--- config.mk ---
export PLATFORM = sky130hd
export DESIGN_NAME = golden_nonce_detect
export DESIGN_NICKNAME = d
export VERILOG_FILES = /design/src/rtl/golden_nonce_detect.sv
export SDC_FILE = /design/constraint.sdc
export NUM_CORES = 1
export LEC_CHECK = 0
export ABC_AREA = 1
export BUFFER_PORTS_ARGS = -buffer_cell sky130_fd_sc_hd__buf_2
export CAP_MARGIN = 20
export CORE_AREA = 8 8 221 223
export CTS_BUF_LIST = sky130_fd_sc_hd__clkbuf_8
export DETAILED_ROUTE_END_ITERATION = 16
export DIE_AREA = 0 0 229 231
export PLACE_DENSITY = 0.64
export SYNTH_ARGS = -nofsm -noshare
export SYNTH_HDL_FRONTEND = slang
export SYNTH_SLANG_ARGS = --single-unit
--- constraint.sdc ---
create_clock -name clk -period 8.2 [get_ports clk]
set_clock_uncertainty 0.1 [all_clocks]
set_input_delay 0.41 -clock clk [delete_from_list [all_inputs] [get_ports clk]]
set_output_delay 0.41 -clock clk [all_outputs]
set_load 0.01 [all_outputs]
--- src/rtl/golden_nonce_detect.sv ---
// Golden-nonce detector: queues nonce tags as they enter the hash core and matches each finished digest to its tag.
// Result (found/exhausted) is registered on the digest's strobe edge; no backpressure, overflow/underflow only sets tag_err.
module golden_nonce_detect #(
  parameter int DEPTH = 4
) (
  input  logic         clk,
  input  logic         n_rst,
  input  logic         clearCounter,
  input  logic [5:0]   cycle,
  input  logic [31:0]  nonce,
  input  logic         hash_valid,
  input  logic [255:0] hash,
  input  logic [255:0] target,
  input  logic         found_ack,
  output logic         found,
  output logic [31:0]  golden_nonce,
  output logic         exhausted,
  output logic         busy,
  output logic         tag_err
);

  localparam int AW = (DEPTH > 1) ? $clog2(DEPTH) : 1;
  localparam logic [AW:0] FULL_CNT = (AW + 1)'(DEPTH);
  localparam logic [31:0] LAST_NONCE = 32'hFFFF_FFFF;

  typedef enum logic [1:0] {S_IDLE, S_SEARCH, S_FOUND, S_EXHAUSTED} state_t;

  state_t        state_q;
  logic [31:0]   mem_q [DEPTH];
  logic [AW-1:0] rd_q, wr_q;
  logic [AW:0]   cnt_q;
  logic          found_q, exhausted_q, tag_err_q;
  logic [31:0]   golden_q;

  logic          in_search, push_req, pop_req, push_ok, pop_ok, hit;
  logic [31:0]   head;

  always_comb begin
    in_search = (state_q == S_SEARCH);
    push_req  = in_search && (cycle == 6'd0);
    pop_req   = in_search && hash_valid;
    // pop is resolved before push, so an empty FIFO never forwards the incoming tag
    pop_ok    = pop_req && (cnt_q != '0);
    push_ok   = push_req && ((cnt_q != FULL_CNT) || pop_ok);
    head      = mem_q[rd_q];
    hit       = (hash < target);
  end

  always_ff @(posedge clk) begin
    if (push_ok && !clearCounter) mem_q[wr_q] <= nonce;
  end

  always_ff @(posedge clk or negedge n_rst) begin
    if (!n_rst) begin
      state_q     <= S_IDLE;
      rd_q        <= '0;
      wr_q        <= '0;
      cnt_q       <= '0;
      found_q     <= 1'b0;
      golden_q    <= '0;
      exhausted_q <= 1'b0;
      tag_err_q   <= 1'b0;
    end else if (clearCounter) begin
      state_q     <= S_IDLE;
      rd_q        <= '0;
      wr_q        <= '0;
      cnt_q       <= '0;
      found_q     <= 1'b0;
      golden_q    <= '0;
      exhausted_q <= 1'b0;
      tag_err_q   <= 1'b0;
    end else begin
      case (state_q)
        S_IDLE: begin
          if (cycle == 6'd0) state_q <= S_SEARCH;
        end
        S_SEARCH: begin
          if (push_ok) wr_q <= wr_q + 1'b1;
          if (pop_ok)  rd_q <= rd_q + 1'b1;
          if (push_ok && !pop_ok)      cnt_q <= cnt_q + 1'b1;
          else if (pop_ok && !push_ok) cnt_q <= cnt_q - 1'b1;
          if ((pop_req && !pop_ok) || (push_req && !push_ok)) tag_err_q <= 1'b1;
          if (pop_ok) begin
            if (hit) begin
              golden_q <= head;
              found_q  <= 1'b1;
              state_q  <= S_FOUND;
            end else if (head == LAST_NONCE) begin
              exhausted_q <= 1'b1;
              state_q     <= S_EXHAUSTED;
            end
          end
        end
        S_FOUND: begin
          if (found_ack) begin
            found_q <= 1'b0;
            rd_q    <= '0;
            wr_q    <= '0;
            cnt_q   <= '0;
            // a hit on the final nonce still ends the search once acknowledged
            if (golden_q == LAST_NONCE) begin
              exhausted_q <= 1'b1;
              state_q     <= S_EXHAUSTED;
            end else begin
              state_q <= S_SEARCH;
            end
          end
        end
        S_EXHAUSTED: ;
        default: state_q <= S_IDLE;
      endcase
    end
  end

  assign found        = found_q;
  assign golden_nonce = golden_q;
  assign exhausted    = exhausted_q;
  assign tag_err      = tag_err_q;
  assign busy         = (state_q == S_SEARCH);

endmodule

* After elaboration in Yosys (flattened, before gate mapping)
Memory sizes are Yosys's and may differ from the RTL's.
Cells that the tools add are included.
** Word-level totals
- Bits of input ports :: 555
- Memory bits (writable) :: 128
- Bits in registers :: 44
- Memories kept :: 1
** Memory list
- mem_q :: depth 4, width 32, read ports 1, clocked after Yosys merged registers in 0, wr ports 1, line 29 : logic [31:0] mem_q [DEPTH];
** Cells by class
- $lt $le $gt $ge :: 1
- Equal/unequal tests :: 15
- $add $sub $neg :: 4
- Reduce and logical (&&, ||, !) cells :: 31
- Multiplexer cells :: 41
** Operators with widths (count)
- $lt 256x256->1 :: 1
- $mux 32 :: 4
- $eq 32x32->1 const B :: 2
- $mux 2 :: 12
- $mux 1 :: 15
- $ne 3x3->1 const B :: 5
- $mux 3 :: 4
- $ne 3x2->1 const B :: 4
- $reduce_and 3->1 :: 4
- $logic_and 1x1->1 :: 9
- $ne 4x2->1 const B :: 2
- $pmux 2 s2 :: 2
- $reduce_bool 2->1 :: 4
- $logic_not 6->1 :: 1
- $pmux 2 s3 :: 1
- $pmux 3 s2 :: 1
- $reduce_and 6->1 :: 1
- $reduce_bool 3->1 :: 2
- $reduce_and 5->1 :: 1
- $add 2x1->2 const B :: 2
- $pmux 1 s2 :: 2
- $reduce_and 4->1 :: 1
- $reduce_bool 4->1 :: 1
- $add 3x1->3 const B :: 1
- 7 further kinds :: 10

* Depth between registers and ports, before layout
Gate-level depths: netlist (run 1).
- Depth after elaboration :: 11
- Mapped depth :: 23

* Worst setup path before layout (run 1)
OpenSTA, ideal clock, no wires.
- Path kind :: register to register
- From :: register state_q[1]
- To :: memory mem_q[0][0] (enable)
- Setup slack :: 5.112 ns
- Period minus slack after synthesis :: 3.088 ns
- Data required time :: 7.679 ns
- Stages on the path, launching flop included :: 8
- Data arrival time :: 2.567 ns
- Setup time :: 0.421 ns
- Cells stage by stage :: dfrtp_1 > inv_1 > ha_1 > nand2_1 > nand4_1 > and3_1 > nand2_1 > nor2_1
** On the way
- Word-level cells in the longest chain between the ends :: 8
- Elaborated cells on any way between the ends :: 9
- Classes of those cells :: eq/ne: 1; mux: 2; reduce/logical: 6
** Ends and longest elaborated chain
- start, declared :: line 28 : state_t state_q;
- start signal, assigned :: line 55 : state_q <= S_IDLE;
- start signal, assigned :: line 64 : state_q <= S_IDLE;
- start signal, assigned :: line 75 : if (cycle == 6'd0) state_q <= S_SEARCH;
- $eq 2x1->1 (*)
- named net busy :: line 18 : output logic busy,
- $logic_and 1x1->1 :: line 41 : pop_req = in_search && hash_valid;
- $logic_and 1x1->1 :: line 43 : pop_ok = pop_req && (cnt_q != '0);
- $logic_or 1x1->1 :: line 44 : push_ok = push_req && ((cnt_q != FULL_CNT) || pop_ok);
- $logic_and 1x1->1 (*) :: line 44
- $logic_and 1x1->1 (*) :: line 50 : if (push_ok && !clearCounter) mem_q[wr_q] <= nonce;
- $mux 1 (*) :: line 50
- $mux 1 (implied by the code) (*) :: line 50
- end, declared :: line 29
The timed path passes the listed nets; every way through them passes the cells marked *.

* Worst setup path after layout (run 1)
- From :: register rd_q[0]
- To :: register state_q[1]
** On the way
- Word-level cells in the longest chain between the ends :: 4
** Ends and longest elaborated chain
- start, declared :: line 30 : logic [AW-1:0] rd_q, wr_q;
- start signal, assigned :: line 79 : if (pop_ok) rd_q <= rd_q + 1'b1;
- $mem_v2 4x32
- $eq 32x32->1 :: line 88 : end else if (head == LAST_NONCE) begin
- $ne 4x2->1 (no line)
- $reduce_and 5->1 (no line)
- end signal, assigned :: line 87 : state_q <= S_FOUND;
- end signal, assigned :: line 90 : state_q <= S_EXHAUSTED;
- end signal, assigned :: line 103 : state_q <= S_EXHAUSTED;
Every way passes these cells.
A chain may end at the register's enable or synchronous reset.

==> results.txt, run 1 <==
----------------------------------------------------
[Status]
  Status ... finished, final reports clean

[Min path]
  Cells on Worst Hold Path ... 1
  Hold path start ... nonce[11]
  Endpoint with the worst hold slack ... mem_q[0][11]
  Path type of the worst min-delay path ... input pin to flop

[Setup path]
  R2R Path Start ... rd_q[0]
  Number of cells traversed by the worst register-to-register path ... 13
  Maximum fanout along the worst path ... 93
  Kind of start point of the critical path ... flop
  Worst reg2reg endpoint ... state_q[1]
  Critical Path, Cell by Cell ... buf_4 -> inv_2 -> o21ai_0 -> o22ai_1 -> and3_1 -> nand4_1 -> nand3b_1 -> nor2_1 -> nor2_1 -> nand2_1 -> nand2_1 -> nand2_1 -> o21ai_1
  Number of buffers and inverters on the critical path ... 2
  Capturing element type of the critical path ... flop
  Largest stage delay on the critical path ... 690 ps
  Startpoint of the worst setup timing path ... rd_q[0]
  Category of the most critical setup path ... flop to flop
  Req. time, crit path ... 8450 ps
  Crit path max-delay cell type ... sky130_fd_sc_hd__inv_2
  Library cell appearing most often on the critical path ... sky130_fd_sc_hd__nand2_1
  Largest delay share family, worst path ... buffers and inverters
  Endpoint arrival time on the critical path ... 3500 ps
  Setup slack of the worst register-to-register path ... just under 5000 ps

[Route]
  DRC violation total after the first TritonRoute iteration ... between 1000 and 1500
  Residual antenna-violating net count after detailed routing ... 0
  Routed wire per std cell ... 22.7 um
  Routed WL ... 66800 um
  Number of search-and-repair iterations in the first detailed-routing pass ... 5
  Vias post-DR ... approximately 14000
  Drc violations ... 0
  Vias per Instance ... 4.86

[Timing]
  Total negative slack for setup checks ... 0 ps
  Final Cycle Share ... 39.7%
  Setup repair after global routing missed its margin ... no
  Count of final hold-check violations ... 0
  Worst Max-Slew Pin Slew ... 891 ps
  Slew HR ... 40.6%
  Worst hold margin ... 51.8 ps
  Pins Over Slew Limit ... 0
  Fin crit period ... 3260 ps
  Achievable Freq ... between 0.3 and 0.4 GHz
  Final setup violation count ... 0

[Power]
  Power density over cell area ... around 150 nW/um^2
  Highest ir drop seen on vdd ... 0.000170 V
  Overall power after layout ... 2.79 mW
  Static leakage ... 10.0 nW

[Die]
  DIE AREA ... 52900 um^2
  Num ports ... 591
  Starting density of the core ... 31.0%
  Horiz. Die Dim ... 229 um
  Core region area ... between 40000 and 50000 um^2
  Total number of placement rows ... 78
  Overall die height ... 231 um

[Layout]
  Share of final-layout standard cells stronger than drive strength 1 ... 29.4%
  Multi-input logic area ... 7490 um^2
  Final Instance Area ... 18100 um^2
  Nets ... 3109
  Number of standard cells in the final layout excluding fillers ... 2941
  Most common cell after layout, fill and taps aside ... sky130_fd_sc_hd__buf_2
  Filler cell count in the final layout ... 4676
  Sequential cell area in the final layout ... 4950 um^2
  P&R area growth vs syn ... 29.5%
  Commonest non-fill, non-tap cells in the layout ... sky130_fd_sc_hd__buf_2, sky130_fd_sc_hd__inv_1, sky130_fd_sc_hd__nand2_1

[Clocking]
  Clock slew seen by the registers of the worst setup and hold paths ... 110 ps
  Clock Root Buffer ... sky130_fd_sc_hd__clkbuf_8
  Worst-skew pair later-pin latency ... 470 ps
  Clock Sink Count ... 172
  TritonCTS Buffers ... 17
  Post-CTS setup buffers ... 0
  Buffer depth of the longest clock path ... 2
  Depth of the CTS H-tree ... 4
  CTS tree ... yes

[Yosys]
  Number of synthesized flops with an enable pin ... 128
  Post-synthesis mux area share ... 0%
  Summed instance area of the synthesized netlist ... between 10000 and 15000 um^2
  Top cell type by total area after synthesis ... sky130_fd_sc_hd__edfxtp_1
  Post-synthesis register bit count ... between 150 and 200
  Combinational family with the most area after synthesis ... adder cells
  Most common flop cell mapped by yosys ... sky130_fd_sc_hd__edfxtp_1
  Async SR Flop Fraction ... 25.6%
  Fraction of synthesized cell area in xor and xnor cells ... 0.125%
  Synth top area cells ... sky130_fd_sc_hd__edfxtp_1, sky130_fd_sc_hd__ha_1, sky130_fd_sc_hd__inv_1, sky130_fd_sc_hd__nand2_1, sky130_fd_sc_hd__dfrtp_1
  Compound-cell area share of the yosys netlist ... 10.5%
  Portion of synthesized cell area occupied by the leading cell type ... 27.5%
  Adder-cell area share of the yosys netlist ... 23.7%
  Unique cell type count in the Yosys netlist ... 47
  Register area share after synthesis ... a little over a third
  Yosys synthesis warning count ... 0
  Post-Synthesis Mean Instance Area ... 8.22 um^2
  Number of standard cells after synthesis ... 1701
  Area share of and/or/nand/nor cells after synthesis ... 19.1%
  Syn_nets ... between 2000 and 3000

[Placement]
  Half-perimeter wire length after detailed placement ... 59300 um
  Count of input and output buffers ... between 500 and 600
  Dpl cell area ... around 18000 um^2
  RD Place Congestion ... ~1.0
  Number of cells in the design after placement ... around 2900

[Global routing]
  Overall track demand over capacity in global routing ... roughly a quarter
  Wire length of the first global-routing pass ... 93300 um
  Largest net degree at the start of global routing ... 94
  Number of global-route vias before repair ... 14100
  Total congestion overflow after global routing ... 0
  Initial antenna violation count ... 60

[Flow run]
  Max Cap Viol ... 0

----------------------------------------------------
==> cells by family (layout without fill, tap and decap cells) <==
kind of cell / Yosys count / in the layout
compound gates: 281 / 281
xor+xnor: 2 / 2
fa+ha+maj: 264 / 264
buf+inv: 392 / 994
flops: 172 / 172
other cells: 0 / 38
simple gates: 590 / 590
==> flip-flops by register name (all words and copies together) (netlist names) <==
signal        flops
rd_q              2
state_q           2
cnt_q             3
golden_nonce     32
mem_q           128
found             1
tag_err           1
wr_q              2
exhausted         1
==> power by group <==
group | internal (mW) | total [mW] | switching, mW
logic | 0.411 | 1.15 | 0.739
clock network | 0.284 | 0.619 | 0.335
registers | 0.978 | 1.02 | 0.0392
total | 1.67 | 2.79 | 1.11
==> Yosys cell counts, types with 3 or more instances <==
cell / instances
sky130_fd_sc_hd__buf_2: 16
sky130_fd_sc_hd__a32o_1: 3
sky130_fd_sc_hd__edfxtp_1: 128
sky130_fd_sc_hd__clkbuf_1: 3
sky130_fd_sc_hd__o21bai_1: 3
sky130_fd_sc_hd__nand4_1: 68
sky130_fd_sc_hd__buf_6: 3
sky130_fd_sc_hd__nor2_2: 4
sky130_fd_sc_hd__a21o_1: 3
sky130_fd_sc_hd__dfrtp_1: 44
sky130_fd_sc_hd__o211ai_1: 3
sky130_fd_sc_hd__o21ai_0: 58
sky130_fd_sc_hd__nor4_1: 10
sky130_fd_sc_hd__o21a_1: 3
sky130_fd_sc_hd__o21ai_1: 31
sky130_fd_sc_hd__ha_1: 263
sky130_fd_sc_hd__inv_2: 6
sky130_fd_sc_hd__inv_1: 355
sky130_fd_sc_hd__nor2_1: 73
sky130_fd_sc_hd__a21oi_1: 169
sky130_fd_sc_hd__nand2_1: 321
sky130_fd_sc_hd__nand2_2: 23
sky130_fd_sc_hd__nor3_1: 19
sky130_fd_sc_hd__nand3_1: 59
==> metrics by stage <==
stage | util (%) | worst slack [ps]
2_1_floorplan | - | 5110
3_3_place_gp | 38.9 | 4530
3_5_place_dp | 38.9 | 4550
4_1_cts | 39.8 | 4940
5_1_grt | 40.1 | 4760
6_report | 40.2 | 4940
==> how the worst max path moves through the flow <==
stage | to | slack (ps) | cells after the start
after global placement | golden_nonce[31] | 4530 | 15
after global routing | state_q[1] | 4760 | 13
after floorplan | mem_q[0][0] | 5110 | 7
final | state_q[1] | 4940 | 13
after detailed placement | golden_nonce[28] | 4550 | 15
after CTS | state_q[0] | 4940 | 12
==> worst register-to-register path, stage by stage (launching register included) <==
cell and delay, ps:
sky130_fd_sc_hd__dfrtp_2 390, sky130_fd_sc_hd__buf_4 370, sky130_fd_sc_hd__inv_2 710, sky130_fd_sc_hd__o21ai_0 200
sky130_fd_sc_hd__o22ai_1 350, sky130_fd_sc_hd__and3_1 220, sky130_fd_sc_hd__nand4_1 100, sky130_fd_sc_hd__nand3b_1 180
sky130_fd_sc_hd__nor2_1 180, sky130_fd_sc_hd__nor2_1 100, sky130_fd_sc_hd__nand2_1 70, sky130_fd_sc_hd__nand2_1 70
sky130_fd_sc_hd__nand2_1 60, sky130_fd_sc_hd__o21ai_1 60
==> per-layer routing <==
| layer | track usage, % | wire length (um) | vias to the layer above | part of all wire (%) |
|---|---|---|---|---|
| met5 | 0 | 70 | - | 0.10 |
| met4 | 12.9 | 2810 | 12 | 4.2 |
| met3 | 6.51 | 4940 | 121 | 7.4 |
| met2 | 40.2 | 32400 | 613 | 49 |
| met1 | 27.9 | 26600 | 6635 | 40 |
| li1 | - | - | 6908 | - |
==> area by class of cell <==
type	instances	share of cell area, %
repair buffers	599	16.9
clock inverters	15	0.988
diodes	38	0.525
flip-flops and latches	172	27.3
well taps	600	4.15
inverters	363	7.52
clock buffers	17	1.29
multi-input cells	1137	41.3
==> what timing repair did <==
| item | CTS | global route |
|---|---|---|
| endpoints found under the hold margin | 0 | 44 |
| hold buffers | 0 | 1 |
| gates resized for setup | 0 | 0 |
| endpoints found under the setup margin | 0 | 0 |
No activity file was read; power rests on OpenSTA's default activity.
==> inputs of run 2 (changes only) <==
Settings changed: ABC_AREA 1 to 0, CORE_AREA 8 8 221 223 to 8 8 224 226, DIE_AREA 0 0 229 231 to 0 0 232 234.
Clock period 8.2 ns to 2.8 ns, I/O delays scaled along.
==> run 2 against run 1 <==
Net effect: total power rose to 2.5 times the previous value; largest power group is now sequential cells; critical path type is now input pin to flop; clock power grew to 2.7 times the previous value; critical path depth unchanged; worst setup slack lost 4800 ps.
==> results.txt, run 2 <==
----------------------------------------------------
[Yosys]
  Most instantiated library cell after synthesis ... sky130_fd_sc_hd__inv_1
  List of most frequent post-synthesis cells ... sky130_fd_sc_hd__inv_1, sky130_fd_sc_hd__ha_1, sky130_fd_sc_hd__edfxtp_1, sky130_fd_sc_hd__a21oi_1, sky130_fd_sc_hd__nand4_1
  Number of standard cells after synthesis ... 1393
  Post-synthesis register bit count ... 172
  Top cell type by total area after synthesis ... sky130_fd_sc_hd__edfxtp_1
  Summed instance area of the synthesized netlist ... 13700 um^2
  Register area share after synthesis ... 36.0%
  Unique cell type count in the Yosys netlist ... 64
  Syn_nets ... ~2200
  Most common flop cell mapped by yosys ... sky130_fd_sc_hd__edfxtp_1
  Portion of synthesized cell area occupied by the leading cell type ... 28.0%
  Async SR Flop Fraction ... about a quarter
  Yosys synthesis warning count ... 0
  Number of synthesized flops with an enable pin ... about 130
  Post-Synthesis Mean Instance Area ... 9.87 um^2
  Synth top area cells ... sky130_fd_sc_hd__edfxtp_1, sky130_fd_sc_hd__ha_1, sky130_fd_sc_hd__dfrtp_1, sky130_fd_sc_hd__inv_1, sky130_fd_sc_hd__mux4_2

[Timing]
  Setup repair after global routing missed its margin ... no
  Achievable Freq ... 0.376 GHz
  Slew HR ... 62.1%
  Count of final hold-check violations ... 0
  Fin crit period ... 2660 ps
  Final Cycle Share ... 95.1%
  Pins Over Slew Limit ... 0
  Final setup violation count ... 0
  Worst Max-Slew Pin Slew ... 560 ps

[Die]
  Num ports ... between 500 and 600
  Starting density of the core ... about 29%
  Horiz. Die Dim ... ~230 um
  Core region area ... 46800 um^2
  Total number of placement rows ... 80
  DIE AREA ... 54300 um^2
  Overall die height ... 234 um

[Setup path]
  Largest delay share family, worst path ... compound AO/OA/AOI/OAI gates
  Largest stage delay on the critical path ... between 500 and 600 ps
  Maximum fanout along the worst path ... 3
  Req. time, crit path ... just over 3000 ps
  Number of buffers and inverters on the critical path ... 3
  Crit path max-delay cell type ... sky130_fd_sc_hd__or4_1
  Library cell appearing most often on the critical path ... sky130_fd_sc_hd__buf_4
  Kind of start point of the critical path ... input pin
  Startpoint of the worst setup timing path ... hash[57]
  R2R Path Start ... rd_q[0]
  Critical Path, Cell by Cell ... buf_2 -> ha_1 -> a21oi_2 -> buf_4 -> nor2_1 -> a2111oi_4 -> a31oi_2 -> o311ai_1 -> o21ai_1 -> buf_4 -> a21o_4 -> or4_1 -> a31oi_1
  Capturing element type of the critical path ... flop
  Endpoint arrival time on the critical path ... 2920 ps
  Category of the most critical setup path ... input pin to flop

[Clocking]
  CTS tree ... yes
  Clock slew seen by the registers of the worst setup and hold paths ... 100 ps
  Clock Root Buffer ... sky130_fd_sc_hd__clkbuf_8
  Buffer depth of the longest clock path ... 2
  Clock Sink Count ... 172
  Depth of the CTS H-tree ... 4
  Worst-skew pair later-pin latency ... 450 ps
  TritonCTS Buffers ... 17

[Layout]
  Most common cell after layout, fill and taps aside ... sky130_fd_sc_hd__buf_2
  Filler cell count in the final layout ... approximately 4700
  Nets ... between 2000 and 3000
  Number of standard cells in the final layout excluding fillers ... 2739
  Share of final-layout standard cells stronger than drive strength 1 ... ~37%
  Number of flip-flops in the largest register ... 128
  Commonest non-fill, non-tap cells in the layout ... sky130_fd_sc_hd__buf_2, sky130_fd_sc_hd__inv_1, sky130_fd_sc_hd__ha_1
  Register with the most flip-flops ... mem_q
  P&R area growth vs syn ... 38.3%

[Global routing]
  Overall track demand over capacity in global routing ... 21.0%
  Largest net degree at the start of global routing ... 45
  Wire length of the first global-routing pass ... between 80000 and 90000 um
  Initial antenna violation count ... 29
  Number of global-route vias before repair ... 14100
  Total congestion overflow after global routing ... 0

[Route]
  Residual antenna-violating net count after detailed routing ... 0
  Vias post-DR ... 13600
  Vias per Instance ... 4.98
  Number of search-and-repair iterations in the first detailed-routing pass ... 5
  Drc violations ... 0
  DRC violation total after the first TritonRoute iteration ... a little under 800
  Routed wire per std cell ... 22.1 um
  Routed WL ... 60400 um

[Power]
  Overall power after layout ... 6.99 mW
  Power density over cell area ... about 370 nW/um^2
  Highest ir drop seen on vdd ... a little under 0.0004 V
  Static leakage ... 9.59 nW

[Placement]
  Half-perimeter wire length after detailed placement ... 53400 um
  Number of cells in the design after placement ... 2654
  RD Place Congestion ... 1.03
  Count of input and output buffers ... 590

[Flow run]
  Max Cap Viol ... 0

[Min path]
  Path type of the worst min-delay path ... input pin to flop
  Hold path start ... hash_valid

[Status]
  Status ... finished, final reports clean

----------------------------------------------------
run 2: cell count changes after synthesis, moves of 31 or more:
cell / before / now
sky130_fd_sc_hd__inv_1: 355 / 269
sky130_fd_sc_hd__nand2_1: 321 / 83
sky130_fd_sc_hd__mux4_2: 0 / 32
sky130_fd_sc_hd__nand3_1: 59 / 23
sky130_fd_sc_hd__a21oi_1: 169 / 123
sky130_fd_sc_hd__o31ai_1: 1 / 32
run 2: area by class of cell:
class	count	area [um^2]	area share, %
Inverter	270	1010	5.33
Sequential cell	172	4950	26.0
Clock inverter	15	155	0.816
Clock buffer	17	234	1.23
Timing Repair Buffer	716	4140	21.8
Multi-Input combinational cell	915	7700	40.5
Antenna cell	19	47.5	0.250
Tap cell	615	769	4.05
run 2: repair_timing:
| action | in CTS | in global routing |
|---|---|---|
| hold buffers | 33 | 0 |
| gates resized for setup | 6 | 16 |
| hold endpoints to repair | 172 | 0 |
| buffers inserted | 0 | 1 |
| pin swaps | 0 | 3 |
| gates cloned | 0 | 0 |
| setup endpoints to repair | 36 | 38 |
run 2: kinds of logic (layout without fill, tap and decap cells):
kind of cell	Yosys count	after routing	share of synthesized area (%)
adders and majority gates	264	264	24.1
and+or+nand+nor	322	322	12.5
other	0	19	0
muxes	34	34	5.39
xor gates and xnor gates	1	1	0.0637
AOI/OAI and AO/OA	294	294	13.4
buffers and inverters	306	1018	8.67
DFF	172	172	36.0
run 2: where the power goes:
| group | switching [mW] | leakage, nW | internal [mW] |
|---|---|---|---|
| Combinational | 1.26 | 7.63 | 1.16 |
| Clock | 0.960 | 0.196 | 0.742 |
| Sequential | 0.0737 | 1.76 | 2.80 |
run 2: final timing paths:
check                                   end  slack, ps  cells after the start
min reg2reg                         tag_err        410                      2
min in group asynchronous  golden_nonce[25]        110                      2
max reg2reg                      state_q[0]        140                      9
max in group asynchronous           rd_q[0]       1980                      3
max                                   found        140                     13
min                                 tag_err         50                      5
run 2: per-stage QoR:
stage,setup WS [ps],hold slack [ps],TNS (ps),utilization [%],instance area (um^2)
after global placement,-832,253,-26780,38.7,18100
after CTS,0.199,20.6,0,40.3,18900
final,137,49.2,0,40.6,19000
after detailed placement,-843,258,-26850,38.7,18100
after floorplan,140,-256,0,-,13700
after global routing,9.01,63.0,0,40.5,19000
run 2: metal layers:
layer  global-route usage, %  vias up  routed length [um]
met2                    39.1      499               31700
met4                    6.61        6                1790
met5                       0        -                  42
met1                    24.3     6507               23200
met3                    3.63       79                3630
li1                        -     6552                   -
run 2: worst min-delay path: stages:
cell                       delay (ps)
sky130_fd_sc_hd__buf_2            100
sky130_fd_sc_hd__nand2b_1          50
sky130_fd_sc_hd__o21ai_0           70
sky130_fd_sc_hd__a41oi_1          120
sky130_fd_sc_hd__nor2_1            70
